### config.mk
export PLATFORM = sky130hd
export DESIGN_NAME = uart_dec_rx_flat
export DESIGN_NICKNAME = d
export VERILOG_FILES = /design/src/rtl/uart_dec_rx_pkg.sv /design/src/rtl/uart_dec_rx_if.sv /design/src/rtl/uart_dec_rx_uart_rx.sv /design/src/rtl/uart_dec_rx.sv /design/src/flat_wrapper.sv
export SDC_FILE = /design/constraint.sdc
export NUM_CORES = 1
export LEC_CHECK = 0
export CORE_MARGIN = 3
export CORE_UTILIZATION = 50
export CTS_CLUSTER_SIZE = 24
export DETAILED_ROUTE_END_ITERATION = 10
export PLACE_DENSITY_LB_ADDON = 0.08
export SYNTH_ARGS = -nofsm -noshare
export SYNTH_HDL_FRONTEND = slang
export SYNTH_SLANG_ARGS = --single-unit
### constraint.sdc
create_clock -name sys_clk -period 8.55 [get_ports sys_clk]
set_input_delay 1.71 -clock sys_clk [delete_from_list [all_inputs] [get_ports sys_clk]]
set_output_delay 1.71 -clock sys_clk [all_outputs]
set_load 0.01 [all_outputs]
### src/rtl/uart_dec_rx_pkg.sv
// -----------------------------------------------------------------------------
// uart_dec_rx_pkg
// Shared constants and types for the decimal UART receiver:
//   - ASCII codes the line parser reacts to
//   - parser and byte-receiver state encodings
//   - baud divisor derivation shared with the transmit side
//   - small helpers for digit classification
// -----------------------------------------------------------------------------
package uart_dec_rx_pkg;

  localparam logic [7:0] ASCII_CR = 8'h0D;
  localparam logic [7:0] ASCII_LF = 8'h0A;
  localparam logic [7:0] ASCII_0  = 8'h30;
  localparam logic [7:0] ASCII_9  = 8'h39;

  // Accumulator holds up to five decimal digits (99999 < 2^17).
  localparam int          ACC_W    = 17;
  localparam logic [16:0] DATA_MAX = 17'd65535;

  typedef enum logic [1:0] {
    P_IDLE,
    P_ACCUM,
    P_DISCARD,
    P_EMIT
  } parse_state_e;

  typedef enum logic [1:0] {
    R_IDLE,
    R_START,
    R_DATA,
    R_STOP
  } rx_state_e;

  // System clocks per serial bit; same derivation as the uart_tx side.
  function automatic int baud_cnt_div(input int clk_freq, input int baud_rate);
    return clk_freq / baud_rate;
  endfunction

  function automatic logic is_digit(input logic [7:0] b);
    return (b >= ASCII_0) && (b <= ASCII_9);
  endfunction

endpackage

### src/rtl/uart_dec_rx_if.sv
// -----------------------------------------------------------------------------
// uart_dec_rx_if
// Result bus of the decimal UART receiver.
//   data       : last accepted 16-bit value, held until the next accept
//   data_valid : 1-cycle pulse, data updated this cycle
//   parse_err  : 1-cycle pulse, a line was rejected
// master = the receiver driving results, slave = the consumer.
// -----------------------------------------------------------------------------
interface uart_dec_rx_if;
  logic [15:0] data;
  logic        data_valid;
  logic        parse_err;

  modport master (
    output data,
    output data_valid,
    output parse_err
  );

  modport slave (
    input data,
    input data_valid,
    input parse_err
  );
endinterface

### src/rtl/uart_dec_rx_uart_rx.sv
// -----------------------------------------------------------------------------
// uart_rx
// 8N1 byte receiver. Double-flop synchronises the asynchronous line, detects
// the start bit on a falling edge, confirms it low at mid-bit, then samples
// eight data bits (LSB first) and the stop bit at their centres.
// Ports:
//   sys_clk, sys_rst (sync, active-high)
//   uart_rxd      : asynchronous serial input, idle high
//   uart_rx_data  : received byte, valid while uart_rx_done is high
//   uart_rx_done  : 1-cycle pulse at the stop-bit centre
//   uart_rx_ferr  : high with uart_rx_done when the stop bit sampled low
// -----------------------------------------------------------------------------
module uart_rx
  import uart_dec_rx_pkg::*;
#(
  parameter int CLK_FREQ  = 50_000_000,
  parameter int BAUD_RATE = 115200
) (
  input  logic       sys_clk,
  input  logic       sys_rst,
  input  logic       uart_rxd,
  output logic [7:0] uart_rx_data,
  output logic       uart_rx_done,
  output logic       uart_rx_ferr
);

  localparam int CPB   = baud_cnt_div(CLK_FREQ, BAUD_RATE);
  localparam int CNT_W = $clog2(CPB);
  localparam logic [CNT_W-1:0] HALF_M1 = CNT_W'(CPB / 2 - 1);
  localparam logic [CNT_W-1:0] FULL_M1 = CNT_W'(CPB - 1);

  logic             rxd_meta_q, rxd_sync_q, rxd_prev_q;
  rx_state_e        state_q, state_d;
  logic [CNT_W-1:0] baud_cnt_q, baud_cnt_d;
  logic [2:0]       bit_cnt_q, bit_cnt_d;
  logic [7:0]       shift_q, shift_d;
  logic [7:0]       data_q, data_d;
  logic             done_q, done_d;
  logic             ferr_q, ferr_d;

  // Synchroniser plus one extra stage for edge detection; all idle high.
  always_ff @(posedge sys_clk) begin
    if (sys_rst) begin
      rxd_meta_q <= 1'b1;
      rxd_sync_q <= 1'b1;
      rxd_prev_q <= 1'b1;
    end else begin
      rxd_meta_q <= uart_rxd;
      rxd_sync_q <= rxd_meta_q;
      rxd_prev_q <= rxd_sync_q;
    end
  end

  always_ff @(posedge sys_clk) begin
    if (sys_rst) begin
      state_q    <= R_IDLE;
      baud_cnt_q <= '0;
      bit_cnt_q  <= '0;
      shift_q    <= '0;
      data_q     <= '0;
      done_q     <= 1'b0;
      ferr_q     <= 1'b0;
    end else begin
      state_q    <= state_d;
      baud_cnt_q <= baud_cnt_d;
      bit_cnt_q  <= bit_cnt_d;
      shift_q    <= shift_d;
      data_q     <= data_d;
      done_q     <= done_d;
      ferr_q     <= ferr_d;
    end
  end

  always_comb begin
    state_d    = state_q;
    baud_cnt_d = baud_cnt_q;
    bit_cnt_d  = bit_cnt_q;
    shift_d    = shift_q;
    data_d     = data_q;
    done_d     = 1'b0;
    ferr_d     = 1'b0;

    case (state_q)
      R_IDLE: begin
        if (rxd_prev_q && !rxd_sync_q) begin
          state_d    = R_START;
          baud_cnt_d = '0;
        end
      end

      // Half a bit in: a line that bounced back high was a glitch.
      R_START: begin
        if (baud_cnt_q == HALF_M1) begin
          baud_cnt_d = '0;
          bit_cnt_d  = '0;
          state_d    = rxd_sync_q ? R_IDLE : R_DATA;
        end else begin
          baud_cnt_d = baud_cnt_q + CNT_W'(1);
        end
      end

      // Counter is re-based at mid start bit, so each wrap lands on a bit centre.
      R_DATA: begin
        if (baud_cnt_q == FULL_M1) begin
          baud_cnt_d = '0;
          shift_d    = {rxd_sync_q, shift_q[7:1]};
          if (bit_cnt_q == 3'd7) begin
            state_d = R_STOP;
          end else begin
            bit_cnt_d = bit_cnt_q + 3'd1;
          end
        end else begin
          baud_cnt_d = baud_cnt_q + CNT_W'(1);
        end
      end

      R_STOP: begin
        if (baud_cnt_q == FULL_M1) begin
          baud_cnt_d = '0;
          data_d     = shift_q;
          done_d     = 1'b1;
          ferr_d     = !rxd_sync_q;
          state_d    = R_IDLE;
        end else begin
          baud_cnt_d = baud_cnt_q + CNT_W'(1);
        end
      end

      default: state_d = R_IDLE;
    endcase
  end

  assign uart_rx_data = data_q;
  assign uart_rx_done = done_q;
  assign uart_rx_ferr = ferr_q;

endmodule

### src/rtl/uart_dec_rx.sv
// -----------------------------------------------------------------------------
// uart_dec_rx
// Receives CR-terminated ASCII decimal strings over an 8N1 line and returns
// the parsed 16-bit unsigned value. LF bytes are ignored, empty lines are
// ignored, anything malformed or out of range produces a parse_err pulse.
// Ports:
//   sys_clk, sys_rst (sync, active-high)
//   uart_rxd : asynchronous serial input, idle high
//   dec_o    : result bus (data / data_valid / parse_err)
// Parameters:
//   CLK_FREQ, BAUD_RATE : line timing, CLK_FREQ/BAUD_RATE >= 16
//   MAX_DIGITS          : longest accepted digit string, leading zeros count
// -----------------------------------------------------------------------------
module uart_dec_rx
  import uart_dec_rx_pkg::*;
#(
  parameter int CLK_FREQ   = 50_000_000,
  parameter int BAUD_RATE  = 115200,
  parameter int MAX_DIGITS = 5
) (
  input  logic          sys_clk,
  input  logic          sys_rst,
  input  logic          uart_rxd,
  uart_dec_rx_if.master dec_o
);

  localparam int CNT_W = $clog2(MAX_DIGITS + 1);

  logic [7:0] rx_data;
  logic       rx_done;
  logic       rx_ferr;

  uart_rx #(
    .CLK_FREQ  (CLK_FREQ),
    .BAUD_RATE (BAUD_RATE)
  ) u_rx (
    .sys_clk      (sys_clk),
    .sys_rst      (sys_rst),
    .uart_rxd     (uart_rxd),
    .uart_rx_data (rx_data),
    .uart_rx_done (rx_done),
    .uart_rx_ferr (rx_ferr)
  );

  // acc*10 + d without a multiplier; the shifted terms fit 20 bits and the
  // result never exceeds 99999 because at most MAX_DIGITS-1 digits precede d.
  function automatic logic [ACC_W-1:0] mul10_add(input logic [ACC_W-1:0] a,
                                                 input logic [3:0]       d);
    logic [19:0] w;
    w = ({3'b000, a} << 3) + ({3'b000, a} << 1);
    return w[ACC_W-1:0] + {13'd0, d};
  endfunction

  parse_state_e     state_q, state_d;
  logic [ACC_W-1:0] acc_q, acc_d;
  logic [CNT_W-1:0] cnt_q, cnt_d;
  logic             bad_q, bad_d;
  logic [15:0]      data_q, data_d;
  logic             dv_q, dv_d;
  logic             pe_q, pe_d;

  logic             rx_is_digit;
  logic [7:0]       rx_off;
  logic [3:0]       rx_digit;
  logic             rx_is_cr;
  logic             rx_is_lf;

  assign rx_is_digit = is_digit(rx_data);
  assign rx_off      = rx_data - ASCII_0;
  assign rx_digit    = rx_off[3:0];
  assign rx_is_cr    = (rx_data == ASCII_CR);
  assign rx_is_lf    = (rx_data == ASCII_LF);

  always_ff @(posedge sys_clk) begin
    if (sys_rst) begin
      state_q <= P_IDLE;
      acc_q   <= '0;
      cnt_q   <= '0;
      bad_q   <= 1'b0;
      data_q  <= '0;
      dv_q    <= 1'b0;
      pe_q    <= 1'b0;
    end else begin
      state_q <= state_d;
      acc_q   <= acc_d;
      cnt_q   <= cnt_d;
      bad_q   <= bad_d;
      data_q  <= data_d;
      dv_q    <= dv_d;
      pe_q    <= pe_d;
    end
  end

  always_comb begin
    state_d = state_q;
    acc_d   = acc_q;
    cnt_d   = cnt_q;
    bad_d   = bad_q;
    data_d  = data_q;
    dv_d    = 1'b0;
    pe_d    = 1'b0;

    case (state_q)
      P_IDLE: begin
        if (rx_done) begin
          if (rx_ferr) begin
            state_d = P_DISCARD;
          end else if (rx_is_digit) begin
            acc_d   = {13'd0, rx_digit};
            cnt_d   = CNT_W'(1);
            state_d = P_ACCUM;
          end else if (!(rx_is_cr || rx_is_lf)) begin
            state_d = P_DISCARD;
          end
        end
      end

      P_ACCUM: begin
        if (rx_done) begin
          if (rx_ferr) begin
            state_d = P_DISCARD;
          end else if (rx_is_digit) begin
            if (cnt_q == CNT_W'(MAX_DIGITS)) begin
              state_d = P_DISCARD;
            end else begin
              acc_d = mul10_add(acc_q, rx_digit);
              cnt_d = cnt_q + CNT_W'(1);
            end
          end else if (rx_is_cr) begin
            bad_d   = 1'b0;
            state_d = P_EMIT;
          end else if (!rx_is_lf) begin
            state_d = P_DISCARD;
          end
        end
      end

      // Rejected lines still pass through EMIT so the error pulse has the
      // same CR-to-pulse latency as an accepted value.
      P_DISCARD: begin
        if (rx_done && !rx_ferr && rx_is_cr) begin
          bad_d   = 1'b1;
          state_d = P_EMIT;
        end
      end

      P_EMIT: begin
        if (bad_q || (acc_q > DATA_MAX)) begin
          pe_d = 1'b1;
        end else begin
          dv_d   = 1'b1;
          data_d = acc_q[15:0];
        end
        acc_d   = '0;
        cnt_d   = '0;
        bad_d   = 1'b0;
        state_d = P_IDLE;
      end

      default: state_d = P_IDLE;
    endcase
  end

  assign dec_o.data       = data_q;
  assign dec_o.data_valid = dv_q;
  assign dec_o.parse_err  = pe_q;

endmodule
### src/flat_wrapper.sv
// flat-port wrapper written by rule: the top's interface ports become plain ports
module uart_dec_rx_flat import uart_dec_rx_pkg::*;
#(
  parameter int CLK_FREQ   = 50_000_000,
  parameter int BAUD_RATE  = 115200,
  parameter int MAX_DIGITS = 5
)
  (sys_clk, sys_rst, uart_rxd, dec_o_data, dec_o_data_valid, dec_o_parse_err);
  uart_dec_rx_if dec_o_i ();
  input  logic sys_clk;
  input  logic sys_rst;
  input  logic uart_rxd;
  output wire logic [$bits(dec_o_i.data)-1:0] dec_o_data;
  output wire logic [$bits(dec_o_i.data_valid)-1:0] dec_o_data_valid;
  output wire logic [$bits(dec_o_i.parse_err)-1:0] dec_o_parse_err;
  assign dec_o_data = dec_o_i.data;
  assign dec_o_data_valid = dec_o_i.data_valid;
  assign dec_o_parse_err = dec_o_i.parse_err;
  uart_dec_rx #(.CLK_FREQ(CLK_FREQ), .BAUD_RATE(BAUD_RATE), .MAX_DIGITS(MAX_DIGITS)) u_core (.sys_clk(sys_clk), .sys_rst(sys_rst), .uart_rxd(uart_rxd), .dec_o(dec_o_i));
endmodule
* After elaboration in Yosys (flattened, before gate mapping)
Index checks and enable logic that the tools add are counted.
Word-level totals: bits in registers 76, input bits 3, output and inout port bits 18, word-level logic and storage cells 138
Cells by class: $add $sub $neg 6, $lt $le $gt $ge 3, equality and inequality tests 31, multiplexer cells 52, bitwise operators 4, reduce and logical (&&, ||, !) cells 25
Operators with widths (number):
- 17-bit 2-to-1 mux | 7
- 17-bit one-hot mux with 3 select lines | 1
- 2-bit 2-to-1 mux | 17
- 3-bit 2-to-1 mux | 10
- 9-bit 2-to-1 mux | 3
- 9-bit one-hot mux with 3 select lines | 1
- 2-bit inequality test, second input constant | 12
- 17-bit adder | 1
- 17-bit by 4-bit adder with 17-bit output | 1
- 17-bit by 16-bit > comparator with 1-bit output, second input constant | 1
- 8-bit by 4-bit equality test with 1-bit output, second input constant | 2
- 2-bit one-hot mux with 4 select lines | 2
- 6-bit AND reduction | 2
- 9-bit by 1-bit adder with 9-bit output, second input constant | 1
- 9-bit by 8-bit equality test with 1-bit output, second input constant | 1
- 9-bit equality test, second input constant | 1
- 3-bit one-hot mux with 3 select lines | 1
- 2-bit equality test, second input constant | 4
- 8-bit by 6-bit greater-or-equal comparator with 1-bit output, second input constant | 1
- 8-bit by 6-bit <= comparator with 1-bit output, second input constant | 1
- 1-bit 2-to-1 mux | 8
- 2-bit by 1-bit inequality test with 1-bit output, second input constant | 4
- 8-bit AND reduction | 1
- 3-bit by 1-bit adder with 3-bit output, second input constant | 2
- other kinds (20) | 36

* Longest topological paths before layout
Gate-level depths: netlist (run 1).
depth in word-level cells 7, depth in mapped cells 10, gate-level depth less buffers 10

* By module
From an unflattened synthesis (run 1), not the netlist that was laid out.
Unflattened totals: cell total of the unflattened synthesis 491, area total of the unflattened synthesis 4274.1 um^2
Modules (own cells, without submodules):
- uart_dec_rx | instances 1, cells each 324, area an instance 2677.6 um^2, seq. area each 820.8 um^2
- uart_rx | instances 1, cells each 167, area an instance 1596.5 um^2, seq. area each 700.7 um^2

* Worst setup path before layout (run 1)
Ideal clock, no wire load.
path type flip-flop to flip-flop, start point register u_core.acc_q[0], end point register u_core.acc_q[14], library setup time 0.117 ns, arrival time 2.631 ns, data required time 8.433 ns, path slack 5.802 ns, cell stages (with the launch flop) 11, clock period less this slack 2.748 ns, cell sequence dfxtp_1 > inv_1 > fa_1 > inv_1 > fa_1 > a21oi_1 > nor2_1 > o2111ai_2 > a21oi_1 > or4_1 > a32o_1
Between the ends: word-level cells in the longest chain between the ends 7
RTL lines:
- start: declaration | RTL line uart_dec_rx.sv:55 | logic [ACC_W-1:0] acc_q, acc_d;
- start signal: assignment | RTL line uart_dec_rx.sv:77 | acc_q <= '0;
- start signal: assignment | RTL line uart_dec_rx.sv:85 | acc_q <= acc_d;
- 17-bit adder | RTL line uart_dec_rx.sv:50 | w = ({3'b000, a} << 3) + ({3'b000, a} << 1);
- 17-bit by 4-bit adder with 17-bit output | RTL line uart_dec_rx.sv:51 | return w[ACC_W-1:0] + {13'd0, d};
- 17-bit 2-to-1 mux | RTL line uart_dec_rx.sv:123 | if (cnt_q == CNT_W'(MAX_DIGITS)) begin
- 17-bit 2-to-1 mux | RTL line uart_dec_rx.sv:122 | end else if (rx_is_digit) begin
- 17-bit 2-to-1 mux | RTL line uart_dec_rx.sv:120 | if (rx_ferr) begin
- 17-bit 2-to-1 mux | RTL line uart_dec_rx.sv:119 | if (rx_done) begin
- 17-bit one-hot mux with 3 select lines | RTL line uart_dec_rx.sv:103 | case (state_q)
No other way between the ends. The select of a mux whose other input is x is not followed. A chain may end at the register's enable or synchronous reset.

* Final worst setup path (run 1)
Ends and elaborated chain as after synthesis.

==> key figures, run 1 <==
Worst setup path
  – CP bufs+invs: 2
  – WS Path Type: flip-flop to flip-flop
  – Crit path max fanout: 4
  – WP data required: between 8 and 9 ns
  – Crit path cell chain: inv_1 > fa_1 > inv_1 > fa_1 > a21oi_1 > nor2_1 > o2111ai_2 > a21oi_1 > or4_1 > a32o_1
  – Cell family with most CP delay: adder cells
  – Crit-path max cell delay: 0.53 ns
  – Slowest CP cell: fa_1
  – Startpoint Class: flip-flop
  – CP Capture Type: flip-flop
  – Arrival time worst endpoint: 3.25 ns

Clock tree
  – Clk sinks: 76
  – Setup Fix Bufs, Post-CTS: 0
  – Clock transition at path regs: 0.09 ns
  – CTS Hold Buffers Added: 0
  – TritonCTS Buffers: 9
  – Post-CTS resize count: 0
  – Clk_lat worst skew: approximately 0.35 ns
  – CTS Buffer Depth: 2
  – TritonCTS clock tree: built
  – CTS HTree Levels: 3
  – Root Driver: clkbuf_8

Layout
  – Post-layout util: 57.80%
  – Final nets: between 500 and 600
  – ANT cells: 0
  – Fraction of layout cells with a size suffix above 1: under 10%
  – FF/Latch Area: ~1500 um^2
  – Fin area: roughly 4600 um^2
  – Fill cells: roughly 710
  – Area Growth Syn to Fin: 10.19%
  – Area of the multi-input gates: roughly 2500 um^2

Timing
  – Peak Freq: roughly 330 MHz
  – Worst-Margin Slew: roughly 0.7 ns
  – Worst Skew: 0.01018 ns
  – TNS Setup: 0 ns
  – Slew margin rel.: 53.10%
  – Setup Viol. Count Final: 0
  – Minimum clock period: ~3 ns
  – Final Worst Setup Slack: ~5.5 ns
  – Max Slew Vio Count: 0
  – Post-route clock period utilization: about a third
  – Fin. Hold Viols: 0
  – RSZ-0062 raised after global routing: no

Synthesis
  – EDFF count, synth: 0
  – Post-synthesis cell count: 471
  – Mean Syn Cell Area: 8.785 um^2
  – Register area share after synthesis: 36.77%
  – Synth async-reset ratio: 0%
  – Main flop type after synthesis: dfxtp_1
  – Warnings, synthesis: 0
  – Syn nets: slightly above 500
  – Netlist cell types: 64
  – Mapped cell area: 4138 um^2
  – #FFs+latches synth: 76

Pwr
  – Pwr dens: approximately 150 nW/um^2
  – P_leak: roughly 1.9 nW
  – Total Power: a little under 0.0007 W
  – Worst ir drop on vdd: slightly above 0.08 mV

Place
  – Dpl hpwl: a little under 6 mm
  – Final GP Congestion: 0.9028
  – Port buffer count: 20
  – Pre-CTS setup slack: 5.292 ns
  – Placed inst area: ~4400 um^2

Routing
  – Drt total wl: between 8 and 9 mm
  – WL per Instance: ~14 um
  – Vias: about 3300
  – Post-DRT Antenna Nets: 0
  – DR iter-0 viols: between 100 and 150
  – Drt first pass iters: 4
  – Vias per inst: 5.574
  – DRC: 0

Floorplanning
  – I/O pins: 21
  – Core region area: around 7900 um^2
  – Starting Density: 52.46%
  – Die X: between 90 and 100 um
  – Die height: approximately 97 um
  – Row count: 32
  – Die area: between 9000 and 10000 um^2

Worst hold path
  – HP Class: flip-flop to flip-flop

Global routing
  – Largest net degree at the start of global routing: 69
  – Initial antenna violation count: 0
  – Grt ovf: 0
  – Tot GR Track Use: a little under a fifth
  – Vias in the first global route: 3106
  – Global-route wire length before repair: 14.64 mm

Job
  – Maxcap violations: 0

Run status
  – Status: finished, final reports clean
## area by class of cell
class | instances | area share (%)
inverter | 17 | 1.400
tap | 102 | 2.799
timing repair buffer | 21 | 4.446
sequential | 76 | 33.37
multi-input combinational | 359 | 53.76
clock inverter | 6 | 1.427
clock buffer | 10 | 2.799
## stage by stage
stage,hold slack (ns),cells
4_1_cts,0.4235,591
6_report,0.4157,591
5_1_grt,0.4337,591
3_5_place_dp,0.4073,575
3_3_place_gp,0.4094,575
2_1_floorplan,0.3895,471
## cell families (layout without fill, tap and decap cells)
family | count (synthesis) | in the layout | share of synthesized area (%)
buffers and inverters | 36 | 54 | 3.991
flip-flops | 76 | 76 | 36.77
adder cells (fa/ha/maj) | 42 | 42 | 13.06
AO/OA/AOI/OAI | 111 | 111 | 17.57
XOR/XNOR | 11 | 11 | 2.329
AND/OR/NAND/NOR | 177 | 177 | 21.92
multiplexers | 18 | 18 | 4.354
## power breakdown
part / switching, W / internal (W) / total [W]
registers: 0.00000630 / 0.000358 / 0.000364
logic: 0.0000358 / 0.0000205 / 0.0000563
clock network: 0.000136 / 0.000135 / 0.000271
total: 0.000178 / 0.000513 / 0.000691
## placed cells by master, fill, tap and decap left out, types with 2 or more instances in the layout
cell             count
nand4b_1             3
nor2_1              54
o21ai_0             15
mux2i_1             18
nor3b_1              6
o21a_1               3
inv_1               17
clkinv_4             2
a22o_1               5
xor2_1               2
nand2_1             50
nor2b_1              7
and3_1               5
nand3_1             12
clkinv_2             2
clkbuf_8             9
nor3_4               2
o21bai_1             3
nor4_1               2
a21o_1               5
or3_1                7
a211oi_1             4
nor3_1               5
dfxtp_1             76
fa_1                 2
o21ai_1              7
or2_2                3
nand2b_1             2
a21oi_1             44
xnor2_1              9
ha_1                40
a31oi_1              3
clkdlybuf4s50_1     19
o31ai_1              2
and2_1               2
a22oi_1              6
and4b_1              2
a221oi_1             3
## registers in the layout, indices dropped and copies added (netlist names), named ones only
name / count
u_core.cnt_q: 3
u_core.dec_o.data: 16
u_core.u_rx.bit_cnt_q: 3
u_core.u_rx.baud_cnt_q: 9
u_core.u_rx.uart_rx_data: 8
u_core.u_rx.state_q: 1
u_core.state_q: 2
u_core.u_rx.shift_q: 8
u_core.dec_o.data_valid: 1
u_core.u_rx.rxd_prev_q: 1
u_core.acc_q: 17
u_core.dec_o.parse_err: 1
u_core.u_rx.rxd_meta_q: 1
u_core.u_rx.rxd_sync_q: 1
u_core.u_rx.uart_rx_done: 1
u_core.u_rx.uart_rx_ferr: 1
u_core.bad_q: 1
## path summary, 6_finish.rpt
path	start	end	slack [ns]	cells past startpoint
max reg2reg	u_core.acc_q[0]	u_core.acc_q[14]	5.54	10
min	u_core.u_rx.rxd_meta_q	u_core.u_rx.rxd_sync_q	0.42	1
max	u_core.acc_q[0]	u_core.acc_q[14]	5.54	10
min reg2reg	u_core.u_rx.rxd_meta_q	u_core.u_rx.rxd_sync_q	0.42	1
## cells in the mapped netlist, types with 4 or more instances
cell / instances / area, um^2
nor2_1: 54 / 202.7
dfxtp_1: 76 / 1521
a22o_1: 5 / 43.79
mux2i_1: 18 / 180.2
nor3_1: 5 / 25.02
a211oi_1: 4 / 30.03
and3_1: 5 / 31.28
o21ai_0: 15 / 75.07
nand3_1: 12 / 60.06
clkbuf_1: 12 / 45.04
nand2_1: 50 / 187.7
a21oi_1: 44 / 220.2
or3_1: 7 / 43.79
inv_1: 17 / 63.81
ha_1: 40 / 500.5
o21ai_1: 7 / 35.03
a22oi_1: 6 / 45.04
a21o_1: 5 / 37.54
nor2b_1: 7 / 43.79
nor3b_1: 6 / 45.04
xnor2_1: 9 / 78.83
## worst register-to-register path: cells and delay by family (launching register included)
kind	cells	cell delay, ns
adders and majority gates	2	0.99
buffers and inverters	2	0.15
and+or+nand+nor	2	0.54
DFF	1	0.39
AOI/OAI and AO/OA	4	0.84
## metal layers
layer	GRT usage [%]	up-vias	share of wire (%)
met1	26.08	1531	51
met2	28.34	53	44
li1	-	1701	-
met5	0	-	0
met4	6.156	0	1.0
met3	3.172	9	3.5
No activity file was read; power rests on OpenSTA's default activity.
==> run 2, diff against run 1 <==
clock period = 2.6 ns   (was 8.55 ns; I/O delays follow)
==> run 2 against run 1 <==
  * The run now ends with setup timing left
  * Count of clock-buffer cells in the layout did not move
  * Total power grew to 3.1 times the previous value
  * Non-clock buffer count rose by 26
  * First-iteration DRC count grew 28%
  * Fmax is 12% higher
  * Clock skew decreased by 0.0011 ns
  * Critical path type unchanged
  * Critical endpoint unchanged
  * Highest routed layer unchanged
==> key figures, run 2 (same netlist as run 1, synthesis figures left out) <==
Place
  – Placed cell count: 591 (+2.8%)
  – Port buffer count: 20 (unchanged)
  – Final GP Congestion: 0.8242 (-8.7%)
  – Dpl hpwl: 6.282 mm (+6.4%)
  – Pre-CTS setup slack: -0.09376 ns (-5.386 ns)

Floorplanning
  – Die area: 9403 um^2 (unchanged)
  – I/O pins: 21 (unchanged)
  – Die X: 96.97 um (unchanged)
  – Row count: 32 (unchanged)
  – Core region area: 7888 um^2 (unchanged)
  – Starting Density: 52.46% (unchanged)
  – Die height: 96.97 um (unchanged)

Layout
  – Fill cells: 700 (-0.71%)
  – Area Growth Syn to Fin: 15.48%
  – Final nets: 555 (+4.9%)
  – Commonest non-fill, non-tap cell in the layout: dfxtp_1
  – Post-layout util: 60.58% (+2.8 points)
  – Largest register FFs: 17 (unchanged)
  – Area of the multi-input gates: 2482 um^2 (+1.3%)
  – Finished Layout Cells: 617 (+4.4%)
  – ANT cells: 0 (unchanged)
  – Most frequent cells in the layout: 75 x dfxtp_1, 53 x nor2_1, 50 x nand2_1
  – Top reg by flops: u_core.acc_q
  – FF/Latch Area: 1523 um^2 (about the same)
  – Fraction of layout cells with a size suffix above 1: 14.17% (+7.0 points)

Clock tree
  – Clock transition at path regs: 0.08 ns (about the same)
  – TritonCTS Buffers: 9 (unchanged)
  – CTS HTree Levels: 3 (unchanged)
  – Root Driver: clkbuf_8
  – CTS Hold Buffers Added: 0 (unchanged)
  – Clk_lat worst skew: 0.35 ns (about the same)
  – Clk sinks: 76 (unchanged)
  – CTS Buffer Depth: 2 (unchanged)
  – TritonCTS clock tree: built

Timing
  – Minimum clock period: 2.687 ns (-0.3252 ns)
  – Worst Skew: 0.009116 ns (-0.001064 ns)
  – Final Worst Setup Slack: -0.08740 ns (-5.625 ns)
  – Post-route clock period utilization: 103.4% (+68 points)
  – Slew margin rel.: 51.43% (-1.7 points)
  – TNS Setup: -0.1249 ns (-0.1249 ns)
  – RSZ-0062 raised after global routing: yes
  – Setup Viol. Count Final: 3 (+3)
  – Max Slew Vio Count: 0 (unchanged)
  – Worst-Margin Slew: 0.7285 ns (+0.02510 ns)
  – Fin. Hold Viols: 0 (unchanged)
  – Peak Freq: 372.1 MHz (+12%)

Global routing
  – Initial antenna violation count: 0 (unchanged)
  – Global-route wire length before repair: 15.53 mm (+6.1%)
  – Grt ovf: 0 (unchanged)
  – Largest net degree at the start of global routing: 64 (-7.2%)
  – Vias in the first global route: 3312 (+6.6%)
  – Tot GR Track Use: 19.69% (+1.3 points)

Worst hold path
  – HP Class: primary input to flip-flop
  – Worst hold endpoint: u_core.dec_o.data[8]
  – Cells on Worst Hold Path: 2 (+1)
  – Hold path start: sys_rst

Routing
  – Vias per inst: 5.525 (-0.87%)
  – Vias: 3409 (+3.5%)
  – WL per Instance: 14.57 um (+2.4%)
  – DRC: 0 (unchanged)
  – Drt first pass iters: 4 (unchanged)
  – DR iter-0 viols: 172 (+28%)
  – Drt total wl: 8.991 mm (+6.9%)
  – Post-DRT Antenna Nets: 0 (unchanged)

Worst setup path
  – Crit path max fanout: 3 (-1)
  – CP Capture Type: flip-flop
  – Crit-path max cell delay: 0.55 ns (+0.02 ns)
  – R2R depth: 10 (unchanged)
  – Slowest CP cell: fa_1
  – Endpoint of the worst register-to-register path: u_core.acc_q[14]
  – Setup crit start: u_core.acc_q[0]
  – WS Path Type: flip-flop to flip-flop
  – RR Startpoint: u_core.acc_q[0]
  – R2r setup slk: -0.09 ns (-5.62 ns)
  – WP data required: 2.84 ns (-5.95 ns)
  – Crit path cell chain: inv_2 > fa_1 > inv_2 > fa_2 > a21oi_2 > nor2_2 > o2111ai_2 > a21oi_2 > or4_1 > a32o_1
  – Arrival time worst endpoint: 2.93 ns (-0.32 ns)
  – Startpoint Class: flip-flop

Job
  – Maxcap violations: 0 (unchanged)

Pwr
  – Pwr dens: 455.8 nW/um^2 (+200%)
  – P_leak: 2.002 nW (+6.1%)
  – Worst ir drop on vdd: 0.2452 mV (+200%)

Run status
  – Violated checks: setup timing
  – Status: finished, violations left
-- run 2: changes by cell type in the layout (fill, tap and decap cells not counted), sizes merged --
cell and change:
buf +26, clkinvlp +2, clkinv -1, bufinv -1
-- run 2: per-layer routing --
metal  vias to the layer above  GRT usage [%]  part of all wire [%]
met2                        59          29.72                    43
met5                         -              0                     0
met1                      1580          27.35                    51
met4                         0          8.531                   2.0
li1                       1755              -                     -
met3                        15          3.749                   4.2
-- run 2: power breakdown --
group	switching (W)	leakage [nW]	internal (W)	total [W]
sequential	0.0000216	0.613	0.00118	0.00120
combinational	0.000119	1.31	0.0000728	0.000192
clock	0.000442	0.0783	0.000344	0.000787
total	0.000583	2.00	0.00159	0.00218
-- run 2: through the flow --
stage                     total power, W  hold WS (ns)  area (um^2)
after floorplan                 0.001378        0.3895         4145
after global placement          0.001414        0.3931         4494
after detailed placement        0.001418        0.4127         4494
after CTS                       0.002209        0.4017         4753
after global routing            0.002286        0.4202         4778
final                           0.002178        0.4239         4778
-- run 2: worst max path at each step --
stage | cells after the start | slack [ns] | to
after CTS | 10 | -0.06 | u_core.acc_q[14]
final | 10 | -0.09 | u_core.acc_q[14]
after global placement | 10 | -0.06 | u_core.acc_q[14]
after floorplan | 10 | 0.008 | u_core.acc_q[14]
after global routing | 10 | -0.19 | u_core.acc_q[14]
after detailed placement | 10 | -0.09 | u_core.acc_q[14]
-- run 2: cell type report --
cell class              count  share of cell area [%]
multi-input cells         359                   51.95
flip-flops and latches     76                   31.87
repair buffers             47                   8.641
clock buffers              10                   2.671
well taps                 102                   2.671
inverters                  17                   1.335
clock inverters             6                  0.8641
-- run 2: critical path, delay by kind of cell, from the launching register on --
kind | cells | cell delay [ns]
buffers and inverters | 2 | 0.09
AO/OA/AOI/OAI | 4 | 0.77
AND/OR/NAND/NOR | 2 | 0.48
adder cells (fa/ha/maj) | 2 | 0.90
flip-flops | 1 | 0.34
-- run 2: repair_timing --
| item | CTS | global route |
|---|---|---|
| endpoints found under the setup margin | 5 | 8 |
| buffers inserted | 10 | 2 |
| pin swaps | 6 | 7 |
| gates resized for setup | 6 | 7 |
